==> src/rtl/if_id_reg.sv <==
// if_id_reg: IF/ID pipeline register sitting directly behind the PC register.
// Captures the fetched instruction and its PC, flags fetch address errors
// (AdEL), tags branch-delay-slot instructions, and supports stall, flush and
// exception-entry clear. All outputs come straight from flops.
//
// Optional feature macro: IF_ID_STALL_CNT_EN
//   defined   -> stall_cnt counts stalled edges (saturating, reset-only clear)
//   undefined -> stall_cnt is tied to zero and no counter flops exist
module if_id_reg #(
  parameter logic [31:0] RESET_PC   = 32'h0000_3000,
  parameter logic [31:0] HANDLER_PC = 32'h0000_4180,
  parameter logic [31:0] IMEM_LO    = 32'h0000_3000,
  parameter logic [31:0] IMEM_HI    = 32'h0000_6FFC
) (
  input  logic        clk,
  input  logic        reset,
  input  logic        en,
  input  logic        clr,
  input  logic        req,
  input  logic [31:0] pc_f,
  input  logic [31:0] instr_f,
  output logic [31:0] instr_d,
  output logic [31:0] pc_d,
  output logic [31:0] pc8_d,
  output logic [4:0]  exccode_d,
  output logic        bd_d,
  output logic        valid_d,
  output logic [31:0] stall_cnt
);

  localparam logic [4:0]  EXC_NONE = 5'd0;
  localparam logic [4:0]  EXC_ADEL = 5'd4;
  localparam logic [31:0] LINK_OFS = 32'd8;

  // Fetch address is illegal when misaligned or outside instruction memory.
  function automatic logic fetch_addr_err(input logic [31:0] pc);
    logic err;
    err = 1'b0;
    if (pc[1:0] != 2'b00) begin
      err = 1'b1;
    end else if (pc < IMEM_LO) begin
      err = 1'b1;
    end else if (pc > IMEM_HI) begin
      err = 1'b1;
    end else begin
      err = 1'b0;
    end
    return err;
  endfunction

  // True when the instruction changes control flow, so the next one is a delay slot.
  function automatic logic is_branch(input logic [31:0] ins);
    logic br;
    br = 1'b0;
    case (ins[31:26])
      6'b000100: br = 1'b1; // beq
      6'b000101: br = 1'b1; // bne
      6'b000110: br = 1'b1; // blez
      6'b000111: br = 1'b1; // bgtz
      6'b000001: br = 1'b1; // regimm (bltz/bgez/...)
      6'b000010: br = 1'b1; // j
      6'b000011: br = 1'b1; // jal
      6'b000000: begin
        case (ins[5:0])
          6'b001000: br = 1'b1; // jr
          6'b001001: br = 1'b1; // jalr
          default:   br = 1'b0;
        endcase
      end
      default: br = 1'b0;
    endcase
    return br;
  endfunction

  logic [31:0] instr_q, instr_nx_d;
  logic [31:0] pc_q,    pc_nx_d;
  logic [31:0] pc8_q,   pc8_nx_d;
  logic [4:0]  exc_q,   exc_nx_d;
  logic        bd_q,    bd_nx_d;
  logic        valid_q, valid_nx_d;
  logic        addr_err_s;
  logic        prev_br_s;

  assign addr_err_s = fetch_addr_err(pc_f);
  assign prev_br_s  = is_branch(instr_q) & valid_q;

  // Next-state selection: req > stall (hold) > flush > normal load.
  always_comb begin
    instr_nx_d = instr_q;
    pc_nx_d    = pc_q;
    pc8_nx_d   = pc8_q;
    exc_nx_d   = exc_q;
    bd_nx_d    = bd_q;
    valid_nx_d = valid_q;
    if (req) begin
      instr_nx_d = 32'h0000_0000;
      pc_nx_d    = HANDLER_PC;
      pc8_nx_d   = HANDLER_PC + LINK_OFS;
      exc_nx_d   = EXC_NONE;
      bd_nx_d    = 1'b0;
      valid_nx_d = 1'b0;
    end else if (!en) begin
      // stalled: hold everything, flush request ignored
      instr_nx_d = instr_q;
      pc_nx_d    = pc_q;
      pc8_nx_d   = pc8_q;
      exc_nx_d   = exc_q;
      bd_nx_d    = bd_q;
      valid_nx_d = valid_q;
    end else if (clr) begin
      instr_nx_d = 32'h0000_0000;
      pc_nx_d    = pc_f;
      pc8_nx_d   = pc_f + LINK_OFS;
      exc_nx_d   = EXC_NONE;
      bd_nx_d    = 1'b0;
      valid_nx_d = 1'b0;
    end else begin
      pc_nx_d    = pc_f;
      pc8_nx_d   = pc_f + LINK_OFS;
      bd_nx_d    = prev_br_s;
      valid_nx_d = 1'b1;
      if (addr_err_s) begin
        instr_nx_d = 32'h0000_0000;
        exc_nx_d   = EXC_ADEL;
      end else begin
        instr_nx_d = instr_f;
        exc_nx_d   = EXC_NONE;
      end
    end
  end

  // D-stage state register with asynchronous reset.
  always_ff @(posedge clk or posedge reset) begin
    if (reset) begin
      instr_q <= 32'h0000_0000;
      pc_q    <= RESET_PC;
      pc8_q   <= RESET_PC + LINK_OFS;
      exc_q   <= EXC_NONE;
      bd_q    <= 1'b0;
      valid_q <= 1'b0;
    end else begin
      instr_q <= instr_nx_d;
      pc_q    <= pc_nx_d;
      pc8_q   <= pc8_nx_d;
      exc_q   <= exc_nx_d;
      bd_q    <= bd_nx_d;
      valid_q <= valid_nx_d;
    end
  end

  assign instr_d   = instr_q;
  assign pc_d      = pc_q;
  assign pc8_d     = pc8_q;
  assign exccode_d = exc_q;
  assign bd_d      = bd_q;
  assign valid_d   = valid_q;

`ifdef IF_ID_STALL_CNT_EN
  logic [31:0] stall_q, stall_d;

  // Stall counter next value: count edges with en low and no exception entry, saturating.
  always_comb begin
    stall_d = stall_q;
    if (!en && !req && (stall_q != 32'hFFFF_FFFF)) begin
      stall_d = stall_q + 32'd1;
    end else begin
      stall_d = stall_q;
    end
  end

  // Stall counter register, cleared only by reset.
  always_ff @(posedge clk or posedge reset) begin
    if (reset) begin
      stall_q <= 32'h0000_0000;
    end else begin
      stall_q <= stall_d;
    end
  end

  assign stall_cnt = stall_q;
`else
  assign stall_cnt = 32'h0000_0000;
`endif

endmodule

==> config.mk <==
export PLATFORM = sky130hd
export DESIGN_NAME = if_id_reg
export DESIGN_NICKNAME = d
export VERILOG_FILES = /design/src/rtl/if_id_reg.sv
export SDC_FILE = /design/constraint.sdc
export NUM_CORES = 1
export LEC_CHECK = 0
export CORE_ASPECT_RATIO = 1.25
export CORE_UTILIZATION = 39
export CTS_BUF_LIST = sky130_fd_sc_hd__clkbuf_8
export CTS_CLUSTER_SIZE = 12
export DETAILED_ROUTE_END_ITERATION = 12
export GPL_TIMING_DRIVEN = 0
export PLACE_DENSITY = 0.78
export SYNTH_ARGS = -nofsm -noshare
export SYNTH_HDL_FRONTEND = slang
export SYNTH_SLANG_ARGS = --single-unit
export TNS_END_PERCENT = 30
==> constraint.sdc <==
create_clock -name clk -period 3.6 [get_ports clk]
set_input_delay 0.9 -clock clk [delete_from_list [all_inputs] [get_ports clk]]
set_output_delay 0.9 -clock clk [all_outputs]
set_load 0.1 [all_outputs]
* After elaboration in Yosys (flattened, before gate mapping)
Index checks and enable logic that the tools add are counted. Widths: inputs -> output; s select.
Cells by class: equality and inequality tests 9, $add $sub $neg 1, bitwise logic cells 1, multiplexer cells 23, reduce and logical (&&, ||, !) cells 5, $lt $le $gt $ge 2
Operators by type and width (number):
- $mux 32 | 8
- $add 32x4->32 const B | 1
- $gt 32x15->1 const B | 1
- $lt 32x14->1 const B | 1
- $eq 6x3->1 const B | 4
- $eq 6x2->1 const B | 2
- $eq 6x4->1 const B | 2
- $mux 1 | 10
- $mux 5 | 2
- $reduce_or 7->1 | 1
- $eq 6x1->1 const B | 1
- $logic_not 6->1 | 1
- $mux 3 | 2
- $reduce_bool 2->1 | 2
- $pmux 1 s2 | 1
- $reduce_or 2->1 | 1
- $and 1x1->1 | 1
Storage, ports and cells: word-level logic and storage cells 47, input port bits 69, register bits 103, output and inout port bits 135

* Longest topological paths before layout
Gate-level depths: netlist of run 1.
depth after elaboration 8, mapped depth 6, depth with buffers taken out 5

* Least setup slack after synthesis of run 1
OpenSTA, ideal clock, no wires.
path kind input port to flip-flop, start point input pc_f[3], end point register pc8_q[30], in the netlist pc8_d[30], setup time 0.099 ns, buffers on the path 1, setup slack 1.115 ns, arrival 2.385 ns, cell stages on the path 5, cell sequence nand3_2 or4_1 buf_2 or4b_1 a311oi_1
Between the ends: word-level cells in the longest chain between the ends 3
RTL lines:
- from (decl) | RTL line 20 | input logic [31:0] pc_f,
- $add 32x4->32 | RTL line 113, 119
- $mux 32 | RTL line 102 | end else if (!en) begin
- $mux 32 | RTL line 95 | if (req) begin
- to (signal assigned) | RTL line 137 | pc8_q <= RESET_PC + LINK_OFS;
- to (signal assigned) | RTL line 144 | pc8_q <= pc8_nx_d;
- to (decl) | RTL line 77 | logic [31:0] pc8_q, pc8_nx_d;
No other way between the ends. The select of a mux whose other input is x is not followed. A chain may end at the register's enable or synchronous reset.

* Final worst setup path of run 1
start point input pc_f[31], end point register instr_q[26], in the netlist instr_d[26]
Between the ends: word-level cells in the longest chain between the ends 8, elaborated cells on any way between the ends 9, classes of those cells 2 x order compare; 7 x mux
RTL lines:
- $gt 32x15->1 | RTL line 43 | end else if (pc > IMEM_HI) begin
- $mux 1 | RTL line 43
- $mux 1 * | RTL line 41 | end else if (pc < IMEM_LO) begin
- $mux 1 * | RTL line 39 | if (pc[1:0] != 2'b00) begin
- $mux 32 * | RTL line 122 | if (addr_err_s) begin
- $mux 32 * | RTL line 110 | end else if (clr) begin
- $mux 32 * | RTL line 102
- $mux 32 * | RTL line 95
- to (signal assigned) | RTL line 142 | instr_q <= instr_nx_d;
- to (decl) | RTL line 75 | logic [31:0] instr_q, instr_nx_d;
Mark *: on every way between the ends. The rest lies on a longest branch, timed or not. The select of a mux whose other input is x is not followed.

==> results.md, run 1 <==
* Final setup violation count at 0
* Slew margin rel. at 0.312
* Max_cap viols at 0
* Drt first-iter violations at 219
* Status: completed
* Total wire length at 12900 um
* Clk Latency, worst-skew pair at 360 ps
* CP Capture Type: flop
* Core Area at 0.0116 sq mm
* Worst min-delay path class: flop to flop
* Fin. Hold Viols at 0
* CTS tree: yes
* Post-CTS Hold Fix Bufs at 0
* Placer Congestion at 0.818
* CP Data Arrival Time at 3370 ps
* Dpl ws at 122 ps
* H-tree Lvls at 3
* DR pass1 iterations at 4
* Post-route insts no fill at 788
* Starting density of the core at 0.398
* Synth area leader: dfrtp_1
* Pin count of the biggest net entering global routing at 57
* Ys flop type: dfrtp_1
* Final worst slack at 532 ps
* Setup Buffers After CTS at 0
* Flops & latches, synth at 96
* Area Growth Syn to Fin at 47.1%
* Number of CTS-inserted buffers at 9
* Async set or reset register ratio after synthesis at 1.00
* Seq/Total Area, Yosys at 0.523
* Drt wl/cell at 16.4 um
* Pwr dens at 409 mW/mm^2
* Final net count at 715
* Critical-path maximum fanout at 10
* Worst ir drop on vdd at 0.000170 V
* Number of port buffers at 164
* Mapped cell area at 0.00460 sq mm
* Post-route design area at 0.00678 sq mm
* Resize count post-CTS at 0
* Number of synthesized flops with an enable pin at 0
* Top Ports at 204
* YS warnings at 0
* Clock slew at reported path FFs at 100 ps
* DIE WIDTH at 99.2 um
* First-pass GRT wire length at 20300 um
* Worst-Margin Slew at 1030 ps
* Residual DRC at 0
* All-Layer GR Usage at 0.218
* Leakage at 2.95 nW
* Clk_skew at 2.73 ps
* Worst EP required at 3900 ps
* RSZ-0062 raised after global routing: no
* Top cells by area, synth: dfrtp_1 (49%), buf_4 (6.4%), a22o_1 (6.1%), mux2i_1 (5.9%), nor2_1 (4.6%)
* Chip height at 123 um
* Yosys top cell area share at 0.495
* Layout cell share with drive strength beyond 1 at 0.106
* Num rows at 44
* Critical path type: input pin to flop
* Antenna diodes at 0
* DR vias/cell at 5.05
* Dpl cell area at 0.00657 sq mm
* Startpoint Class: input pin
* Root buf cell: clkbuf_8
* Placed insts at 772
* CTS Buffer Depth at 2
* Synth Instances at 434
* Fmax at 0.326 GHz
* Yosys cell types at 40
* Vias in the first global route at 4011
* Avg Cell Area, Syn at 10.6 sq um
* Die footprint at 0.0122 sq mm
* Antenna violations before repair at 0
* Overflow after GRT at 0
* TritonCTS Sinks at 96
* Post-DP HPWL at 10100 um
* Vias at 3980
* Final Critical Period at 3070 ps
* Slew Viols, Final at 0
* Final period util at 0.852
* Post-route antenna net violation count at 0
-- kinds of logic (layout without fill, tap and decap cells) --
logic type | count (synthesis) | count (layout) | share of synthesized area
buf+inv | 71 | 252 | 0.0902
compound gates | 83 | 83 | 0.144
simple gates | 144 | 144 | 0.160
other cells | 1 | 36 | 0.000814
mux | 27 | 27 | 0.0587
flops | 96 | 96 | 0.523
fa+ha+maj | 1 | 1 | 0.00272
xor+xnor | 11 | 11 | 0.0209
-- per-layer routing --
metal  share of wire  GRT usage  vias to the layer above
li1                -          -                     1919
met1            0.39      0.247                     1872
met2            0.51      0.386                      174
met3           0.077     0.0639                       15
met4           0.019     0.0864                        0
met5               0          0                        -
-- path summary, 6_finish.rpt --
kind | from | depth (start not counted) | slack [ps] | end
min in group asynchronous | reset | 2 | 990 | pc_d[2]
worst max-delay path | pc_f[31] | 6 | 530 | instr_d[26]
worst min register to register | pc8_d[13] | 2 | 500 | pc8_d[13]
worst max register to register | instr_d[2] | 4 | 1980 | bd_d
max in group asynchronous | reset | 3 | 1900 | pc8_d[3]
worst min-delay path | pc8_d[13] | 2 | 500 | pc8_d[13]
-- metrics by stage --
step	setup TNS [ps]	hold WS (ps)	total power [mW]	utilization
4_1_cts	0	510	2.79	0.586
5_1_grt	0	517	2.88	0.586
2_1_floorplan	0	721	1.82	-
3_5_place_dp	0	493	2.06	0.569
6_report	0	503	2.77	0.586
3_3_place_gp	-93850	485	2.05	0.567
-- final cells by class --
type / count / area, sq um
buffer: 68 / 404
clock buffer: 10 / 138
clock inverter: 6 / 65.1
fill: 1050 / 4790
inverter: 3 / 13.8
multi-input combinational: 302 / 1910
sequential: 96 / 2410
tap: 138 / 173
timing repair buffer: 165 / 1660
-- cells in the mapped netlist (all sizes together) (5+ instances only) --
cell	n
a211o	5
o21ai	10
nand2	18
a22o	32
nor4	10
dfstp	5
nand4	5
nor2b	7
or3	11
a211oi	7
o31ai	7
or4	7
nor2	56
dfrtp	91
a311oi	15
clkbuf	23
nand2b	5
xor2	8
buf	45
nand3	12
mux2i	27
-- cell usage in the layout (no fill, tap or decap), types with 3 or more instances in the layout --
| cell type | Yosys | final |
|---|---|---|
| nor2_1 | 56 | 56 |
| clkdlybuf4s50_1 | 0 | 164 |
| xnor2_1 | 3 | 3 |
| buf_4 | 39 | 39 |
| a211oi_1 | 7 | 7 |
| or4_1 | 7 | 7 |
| a311oi_1 | 15 | 15 |
| clkbuf_1 | 23 | 23 |
| dfstp_2 | 5 | 5 |
| buf_1 | 4 | 4 |
| nand2b_1 | 5 | 5 |
| nor2b_1 | 7 | 7 |
| o31ai_1 | 7 | 7 |
| o21ai_0 | 10 | 10 |
| nand4_1 | 4 | 4 |
| dfrtp_1 | 91 | 91 |
| nand3_1 | 11 | 11 |
| or3_1 | 11 | 11 |
| a211o_1 | 5 | 5 |
| clkbuf_8 | 0 | 10 |
| nand2_1 | 18 | 18 |
| mux2i_1 | 27 | 27 |
| a21oi_1 | 4 | 4 |
| a22o_1 | 32 | 32 |
| nor3_1 | 3 | 3 |
| xor2_1 | 8 | 8 |
| conb_1 | 1 | 36 |
| and4_1 | 4 | 4 |
| nor4_1 | 10 | 10 |
-- where the power goes --
group | total, mW | internal, mW | switching [mW]
registers | 1.15 | 1.12 | 0.0262
clock network | 0.731 | 0.343 | 0.388
logic | 0.891 | 0.222 | 0.669
total | 2.77 | 1.69 | 1.08
-- sequential cells by signal, indices dropped and copies added, names as in the netlist --
name / count
bd_d: 1
instr_d: 32
exccode_d: 1
pc_d: 32
valid_d: 1
pc8_d: 29
-- critical path: stages --
cell and delay (ps):
clkdlybuf4s50_1 550, nor4_1 320, nand3_1 190, nor4_1 780, clkbuf_1 430, a22o_1 200
Note: power is estimated with default switching activity, not from simulation.
==> run 2, diff against run 1 <==
GPL_ROUTABILITY_DRIVEN = 0   (was not set)
==> results of run 2 <==
No change in the layout: final DEF, timing and power equal those of run 1.
==> run 3, diff against run 2 <==
SLEW_MARGIN = 40   (was not set)
==> run 3 against run 2 <==
Net effect: sequential share of layout area increased by 2.6 points; largest power group unchanged; flip-flop and latch count is the same; setup slack improved by 120 ps; register-to-register slack improved by 100 ps; clock skew about the same; maximum frequency grew 4.2%; critical path depth rose by 1; hold slack improved by 1.5 ps; die area stayed put; largest cell class unchanged; via count up 0.43%.
==> results.md, run 3 (synthesis gave the netlist of run 1 again) <==
* Antenna diodes at 0
* WP buf/inv at 3
* CP Capture Type: flop
* Number of CTS-inserted buffers at 9
* Slew Viols, Final at 0
* Total wire length at 12600 um
* Most frequent cells in the layout: buf_2 (101), dfrtp_1 (91), clkdlybuf4s50_1 (65), nor2_1 (56), buf_4 (39)
* Residual DRC at 0
* Drt wl/cell at 16.0 um
* Final net count at 715
* Fin. Hold Viols at 0
* Pin count of the biggest net entering global routing at 57
* Clk Latency, worst-skew pair at 380 ps
* Post-DP HPWL at 9950 um
* Status: completed
* CTS tree: yes
* Critical-path maximum fanout at 10
* Core Area at 0.0116 sq mm
* First-pass GRT wire length at 19700 um
* CTS Buffer Depth at 2
* Worst EP required at 3820 ps
* Clock slew at reported path FFs at 90 ps
* Max_cap viols at 0
* Worst min-delay path class: flop to flop
* RSZ-0062 raised after global routing: no
* Cell chain of the critical path: clkdlybuf4s50_1, nand3_2, or4_1, buf_2, buf_2, o41ai_1, a311oi_1
* Worst path max stage delay at 590 ps
* Root buf cell: clkbuf_8
* Post-CTS Hold Fix Bufs at 0
* Crit-path slowest cell: clkdlybuf4s50_1
* Antenna violations before repair at 0
* Final setup violation count at 0
* Critical path type: input pin to flop
* Starting density of the core at 0.398
* DR vias/cell at 5.07
* Top Ports at 204
* Overflow after GRT at 0
* Chip height at 123 um
* Leakage at 3.11 nW
* Fmax at 0.340 GHz
* CP Data Arrival Time at 3160 ps
* Die footprint at 0.0122 sq mm
* Layout cell share with drive strength beyond 1 at 0.260
* Clk_skew at 2.66 ps
* Num rows at 44
* Commonest non-fill, non-tap cell in the layout: buf_2
* Number of port buffers at 164
* CP dominant cell by count: buf_2
* Startpoint Class: input pin
* Final TNS setup at 0 ps
* Vias at 3997
* Hold Slack at 505 ps
* Critical path's top delay family: buffers and inverters
* DIE WIDTH at 99.2 um
* Area Growth Syn to Fin at 37.1%
* Final Critical Period at 2950 ps
* Vias in the first global route at 3859
* Placed insts at 772
* Final core occ at 0.546
* Drt first-iter violations at 152
* Worst-Margin Slew at 770 ps
* All-Layer GR Usage at 0.212
* DR pass1 iterations at 4
* Resize count post-CTS at 0
* Final period util at 0.818
* Slew margin rel. at 0.487
* TritonCTS Sinks at 96
* Post-route insts no fill at 788
* Worst ir drop on vdd at 0.000166 V
* Post-route antenna net violation count at 0
* Dpl cell area at 0.00608 sq mm
* Setup Buffers After CTS at 0
* Pwr dens at 445 mW/mm^2
* H-tree Lvls at 3
* Post-route design area at 0.00631 sq mm
-- run 3: cell count changes in the layout (fill, tap and decap cells not counted), sizes merged --
cell,delta
clkinv,-1
buf,+99
bufinv,+1
clkdlybuf4s50,-99
-- run 3: path summary, 6_finish.rpt --
path,slack (ps),startpoint,depth (start not counted),end
hold / removal,500,instr_d[6],1,instr_d[6]
max in group asynchronous,2030,reset,3,pc_d[13]
setup / recovery,650,pc_f[5],7,pc8_d[30]
setup reg to reg,2080,instr_d[2],4,bd_d
hold reg to reg,500,instr_d[6],1,instr_d[6]
min in group asynchronous,930,reset,2,pc8_d[4]
-- run 3: power breakdown --
part	internal (mW)	switching (mW)	leakage [nW]
logic	0.179	0.668	1.73
clock network	0.414	0.402	0.113
registers	1.12	0.0244	1.26
-- run 3: cell type report --
cell class | instances | area (sq um)
clock buffers | 10 | 138
plain buffers | 68 | 404
flip-flops and latches | 96 | 2410
multi-input cells | 302 | 1920
inverters | 3 | 16.3
clock inverters | 6 | 90.1
well taps | 138 | 173
fillers | 1066 | 5250
repair buffers | 165 | 1170
-- run 3: metrics by stage --
step / worst slack [ps] / power, mW
after floorplan: 203 / 1.82
after global placement: -1030 / 2.05
after detailed placement: 132 / 2.02
after CTS: 533 / 2.82
after global routing: 539 / 2.90
final: 655 / 2.81
-- run 3: per-layer routing --
metal  share of wire  wire length, um  global-route usage  vias to the layer above
met5               0                0                   0                        -
met4           0.018              222              0.0882                        0
met3           0.074              939              0.0537                       16
met2            0.51             6480               0.378                      182
met1            0.39             4980               0.242                     1878
li1                -                -                   -                     1921
